## src/rtl/strobe_period_monitor.sv

```systemverilog
// Measures the clk-cycle interval between consecutive rising edges of a strobe
// and presents each interval on a valid/ready port with mismatch, saturation and drop flags.
module strobe_period_monitor #(
  parameter int WIDTH  = 16,
  parameter int EXPECT = 8
) (
  input  logic             clk,
  input  logic             rst,
  input  logic             strobe,
  output logic [WIDTH-1:0] period,
  output logic             period_valid,
  input  logic             period_ready,
  output logic             period_err,
  output logic             overflow,
  output logic             missed,
  output logic [7:0]       edge_count
);

  localparam longint unsigned CNT_LIMIT = (WIDTH >= 63) ? 64'h7FFF_FFFF_FFFF_FFFF
                                                        : ((64'd1 << WIDTH) - 64'd1);
  localparam logic [WIDTH-1:0] MAX_CNT  = '1;
  localparam logic [WIDTH-1:0] EXPECT_W = WIDTH'(EXPECT);

  // An expected period the counter can never reach would flag every result.
  if (WIDTH < 1 || EXPECT < 0 || longint'(EXPECT) > longint'(CNT_LIMIT)) begin : g_bad_params
    $error("strobe_period_monitor: EXPECT=%0d does not fit in WIDTH=%0d", EXPECT, WIDTH);
  end

  typedef enum logic {
    S_IDLE,
    S_MEASURE
  } state_t;

  state_t           r_state;
  state_t           w_next_state;
  logic             r_strobe_q;
  logic [WIDTH-1:0] r_cnt;
  logic [WIDTH-1:0] r_period;
  logic             r_period_valid;
  logic             r_period_err;
  logic             r_overflow;
  logic             r_missed;
  logic [7:0]       r_edge_count;

  logic w_rise;
  logic w_accept;
  logic w_result;
  logic w_load;
  logic w_cnt_sat;
  logic w_err;

  assign w_rise    = strobe & ~r_strobe_q;
  assign w_accept  = r_period_valid & period_ready;
  assign w_result  = (r_state == S_MEASURE) & w_rise;
  assign w_load    = w_result & (~r_period_valid | w_accept);
  assign w_cnt_sat = (r_cnt == MAX_CNT);
  assign w_err     = (EXPECT != 0) && (r_cnt != EXPECT_W);

  // NOTE: every register below uses <= so all reads see pre-edge values.
  always_ff @(posedge clk) begin
    if (rst) r_state <= S_IDLE;
    else     r_state <= w_next_state;
  end

  // NOTE: defaults first so no path through this block infers a latch.
  always_comb begin
    w_next_state = r_state;
    if (r_state == S_IDLE && w_rise) w_next_state = S_MEASURE;
  end

  // NOTE: reset is synchronous; a reset edge discards any partial interval.
  always_ff @(posedge clk) begin
    if (rst) begin
      r_strobe_q     <= 1'b0;
      r_cnt          <= '0;
      r_period       <= '0;
      r_period_valid <= 1'b0;
      r_period_err   <= 1'b0;
      r_overflow     <= 1'b0;
      r_missed       <= 1'b0;
      r_edge_count   <= 8'd0;
    end else begin
      r_strobe_q <= strobe;

      if (w_rise) begin
        r_cnt        <= WIDTH'(1);
        r_edge_count <= r_edge_count + 8'd1;
      end else if (r_state == S_MEASURE) begin
        if (w_cnt_sat) r_overflow <= 1'b1;
        else           r_cnt      <= r_cnt + WIDTH'(1);
      end

      // A result arriving while the previous one is still held is dropped.
      if (w_load) begin
        r_period       <= r_cnt;
        r_period_err   <= w_err;
        r_period_valid <= 1'b1;
      end else if (w_result) begin
        r_missed       <= 1'b1;
      end else if (w_accept) begin
        r_period_valid <= 1'b0;
      end
    end
  end

  assign period       = r_period;
  assign period_valid = r_period_valid;
  assign period_err   = r_period_err;
  assign overflow     = r_overflow;
  assign missed       = r_missed;
  assign edge_count   = r_edge_count;

endmodule

```

## config.mk

```make
export PLATFORM = sky130hd
export DESIGN_NAME = strobe_period_monitor
export DESIGN_NICKNAME = d
export VERILOG_FILES = /design/src/rtl/strobe_period_monitor.sv
export SDC_FILE = /design/constraint.sdc
export NUM_CORES = 1
export LEC_CHECK = 0
export BUFFER_PORTS_ARGS = -buffer_cell sky130_fd_sc_hd__clkbuf_2
export CAP_MARGIN = 30
export CORE_ASPECT_RATIO = 0.75
export CORE_UTILIZATION = 55
export DETAILED_ROUTE_END_ITERATION = 8
export PLACE_DENSITY = 0.76
export REMOVE_ABC_BUFFERS = 1
export SYNTH_ARGS = -nofsm -noshare
export SYNTH_HDL_FRONTEND = slang
export SYNTH_SLANG_ARGS = --single-unit
```

## constraint.sdc

```tcl
create_clock -name clk -period 5 [get_ports clk]
set_clock_uncertainty 0.05 [all_clocks]
set_input_delay 0.25 -clock clk [delete_from_list [all_inputs] [get_ports clk]]
set_output_delay 0.25 -clock clk [all_outputs]
set_load 0.02 [all_outputs]
```

* Yosys cells after proc, flatten, opt, wreduce, memory -nomap -nowiden
Index checks and enable logic that the tools add are counted.
** Operators by class
- Add/sub/neg operators :: 2
- Multiply operators :: 0
- Divide/modulo/power cells :: 0
- Order comparisons :: 0
- Equality and inequality tests :: 4
- Shifts and indexed selects :: 0
- Mux-type cells :: 6
- Bitwise gates (word level) :: 11
- Reductions and logical operators :: 9
** Operator list (number)
- $add 16x1->16 const B :: 1
- $eq 16x16->1 const B :: 1
- $ne 16x4->1 const B :: 1
- $add 8x1->8 const B :: 1
- $reduce_and 2->1 :: 4
- $mux 1 :: 6
- $not 1->1 :: 6
- $and 1x1->1 :: 4
- $reduce_bool 2->1 :: 2
- $reduce_and 3->1 :: 1
- $ne 2x1->1 const B :: 1
- $ne 2x2->1 const B :: 1
- $reduce_or 2->1 :: 1
- $logic_and 1x1->1 :: 1
- $or 1x1->1 :: 1
** Storage, ports and cells
- Bits in registers :: 46
- Bits in latches :: 0
- Memory bits (writable) :: 0
- Bits in read-only memories :: 0
- Logic and storage cells :: 42
- Memories :: 0

* Depth between registers and ports, before layout
- Word-level depth :: 6
- Mapped depth :: 7
- Depth with buffers taken out :: 6

* Worst setup path after synthesis
OpenSTA, ideal clock, no wires.
- Path kind :: reg-to-reg
- Start point :: reg r_cnt[1]
- End point :: reg r_cnt[0]
- Library setup time :: 0.132 ns
- Data arrival time :: 1.529 ns
- Required time :: 4.818 ns
- Slack :: 3.289 ns
- Stages on the path, launching flop included :: 6
- Path buffers :: 0
- Cell sequence :: dfxtp_1 > ha_1 > nand3_1 > o41ai_4 > xnor2_1 > a21oi_1
** Between the ends
- Cells in the longest elaborated chain, start to end :: 3
** RTL lines
- from (decl) :: RTL line 37 : logic [WIDTH-1:0] r_cnt;
- from (signal assigned) :: RTL line 90 : else r_cnt <= r_cnt + WIDTH'(1);
- $eq 16x16->1 :: RTL line 56 : assign w_cnt_sat = (r_cnt == MAX_CNT);
- $ne 2x2->1 (no line)
- $reduce_and 2->1 (no line)
Every way passes these cells.
A chain may end at the register's enable or synchronous reset.

* Final worst setup path
Ends and elaborated chain as after synthesis.

==> metrics <==
first drt pass iteration count=6; slew margin rel.=55.13%; global router's overall resource usage=22.41%; Mapped Cells=between 200 and 250; CP Cell Sequence=ha_1 > nand3_1 > o41ai_4 > xnor2_1 > a21oi_1; M1 GR Usage=roughly a third; Die Y=between 50 and 60 µm; Clock power frac=a little over a third; final instance area=0.002221 mm²; Min-Delay Path Class=primary input to register; CTS root buffer=clkbuf_8; DR vias/cell=between 5 and 6; post-cts sizing count=0; leading area contributor after synthesis=dfxtp_1; antenna violations before repair=0; final hold violation count=0; # H-tree levels=2; Top Ports=32; worst skew pair latency=0.30 ns; Sequential Power Share=between 50 and 60%; synth top area cells=dfxtp_1, nand2_1, a21oi_1; DR vias=~1700; first-pass GRT wire length=6396 µm; grt met2 use=31.59%; RePlAce Congestion=0.8356; YS warnings=0; Psw=147.2 µW; Clock transition at path regs=0.08 ns; Net Sw Frac=between 20% and 30%; layout net count=269; DP Wirelength=2670 µm; Logic pwr share=5.4%; minimum clock period after layout=roughly 2 ns; Slowest cell on crit path=o41ai_4; outcome=finished with violations; M3 GR Usage=5.056%; Setup CP Type=register to register; hold buffers post-CTS=0; RSZ-0062 raised after global routing=no; Num CTS Buffers=5; vias in the first global route=1430; initial DRC count=147; row count=18; CORE AREA=0.003378 mm²; clk sink count=between 40 and 50; post-CTS setup buffers=0; Worst Tran Pin Value=0.6711 ns; dpl ws=2.938 ns; gr ovfl total=0; largest net degree at the start of global routing=34; DRC=1; Pint=493.4 µW; Ant. Diodes=0; adder-cell share of the synthesized area=1.890%; area grow syn2layout=11.85%; violated checks=design-rule violations; Worst EP required=5.11 ns; final wirelength=3860 µm; Post-Syn Area per Cell=8.343 µm²; Die X=71.38 µm; Yosys reg bits=46; Cell variety after synth=34; Worst setup EP type=register; Synth Area in Compound Gates=between 10% and 20%; CP arrival=2.06 ns; input/output buffers=31; PnR worst setup slack=around 3.1 ns; GR peak layer=met2; Max clock buf depth=2; largest family of logic cells by synthesized area=simple AND/OR/NAND/NOR gates; TritonCTS clock tree=yes; Max-Cap Viols=0; initial core utilization=58.78%; Seq/Total Area, Yosys=46.38%; P per Cell Area=288.5 mW/mm²; mux cell area share after synthesis=0%; layout cell share with drive strength beyond 1=roughly 16%; XOR/XNOR Fraction of Synth Area=under 10%; Synth Area in Simple Gates=29.30%; maximum fanout along the worst path=9; Antenna Violating Nets Remaining=0; Slew Limit Fails=0; fmax=roughly 500 MHz; Die Area=approximately 0.0039 mm²; synthesized area=0.001986 mm²; static leakage=0.0008123 µW; Max stage delay on crit path=0.60 ns; routed len/inst=about 13 µm; post-route setup TNS=0 ns; Post-DP Area=around 0.0021 mm²; Setup crit start kind=register; power consumption=between 600 and 700 µW; Finish-stage setup viols=0; Yosys top cell area share=46.38%; Tcrit/Tclk final=38.98%; Worst VDD drop=218.9 µV
-- final timing paths --
check             startpoint          to  slack, ns  cells past startpoint
setup / recovery    r_cnt[1]    r_cnt[0]       3.05                      5
hold / removal        strobe  r_strobe_q       0.15                      2
setup reg to reg    r_cnt[1]    r_cnt[0]       3.05                      5
hold reg to reg   period[15]  period[15]       0.40                      2
-- kinds of logic (layout without fill, tap and decap cells) --
family | Yosys count | in the layout
AO/OA/AOI/OAI | 48 | 48
XOR/XNOR | 9 | 9
adder cells (fa/ha/maj) | 3 | 3
buffers and inverters | 18 | 43
flip-flops | 46 | 46
AND/OR/NAND/NOR | 114 | 114
-- cell usage after synthesis --
cell      number
clkbuf_2       1
a21oi_1       31
nor3_1         5
nand4_4        1
or3_1          6
xnor2_1        2
nand4_1        9
o21ba_2        1
inv_1          4
buf_2          6
a41oi_1        1
or3_2          1
o211ai_1       1
and4b_1        1
dfxtp_1       46
nand2b_1       3
o21ai_0        6
and3_1         3
or4_1          5
o21a_1         1
nor4b_1        2
nand2_1       44
nand3_1       10
nor2_1        17
nor2b_1        3
o41ai_4        1
xor2_1         7
nor4_1         1
a31oi_1        1
clkbuf_1       7
o31ai_1        5
and4_1         2
ha_1           3
and4_2         1
-- final cells by class --
cell class / instances / area (µm²)
fill: 320 / 1157
clock inverter: 1 / 5.005
multi-input combinational: 174 / 988.4
tap: 40 / 50.05
timing repair buffer: 31 / 155.1
sequential: 46 / 920.9
clock buffer: 7 / 86.33
inverter: 4 / 15.01
-- registers in the layout (all words and copies together), names as in the netlist --
signal        cells
r_cnt            16
overflow          1
missed            1
period           16
period_valid      1
edge_count        8
period_err        1
r_state           1
r_strobe_q        1
-- cell usage in the layout, fill, tap and decap left out, types with 2 or more instances in the layout --
| master | instances |
|---|---|
| a21oi_1 | 31 |
| and3_1 | 3 |
| and4_1 | 2 |
| clkbuf_2 | 31 |
| clkbuf_8 | 6 |
| dfxtp_1 | 46 |
| ha_1 | 3 |
| inv_1 | 4 |
| nand2_1 | 44 |
| nand2b_1 | 3 |
| nand3_1 | 10 |
| nand4_1 | 9 |
| nor2_1 | 17 |
| nor2b_1 | 3 |
| nor3_1 | 5 |
| nor4b_1 | 2 |
| o21ai_0 | 6 |
| o31ai_1 | 5 |
| or3_1 | 6 |
| or4_1 | 5 |
| xnor2_1 | 2 |
| xor2_1 | 7 |
-- worst max-delay path: cells and delay by family (launching register included) --
kind                       cells  cell delay [ns]
adders and majority gates      1             0.29
and+or+nand+nor                1             0.20
xor gates and xnor gates       1             0.18
AOI/OAI and AO/OA              2             0.68
DFF                            1             0.41
-- power by group through the flow --
stage / sequential, µW / clock [µW] / combinational, µW
floorplan: 388 / 0 / 18.4
global placement: 385 / 0 / 34.4
detailed placement: 386 / 0 / 34.8
CTS: 377 / 235 / 35.0
global route: 378 / 251 / 39.2
finish: 377 / 229 / 34.5
-- metrics by stage --
| step | hold WS (ns) | util, % | std cells |
|---|---|---|---|
| 4_1_cts | 0.1520 | 65.74 | 303 |
| 2_1_floorplan | 0.2691 | - | 224 |
| 3_5_place_dp | 0.3963 | 63.04 | 295 |
| 3_3_place_gp | 0.3930 | 63.04 | 295 |
| 5_1_grt | 0.1671 | 65.74 | 303 |
| 6_report | 0.1531 | 65.74 | 303 |
-- routing by layer --
metal | vias to the layer above | share of wire, %
met1 | 781 | 51
met5 | - | 0
met4 | 0 | 2.0
li1 | 885 | -
met3 | 7 | 4.7
met2 | 39 | 42
Power figures use the tool's default switching activity.
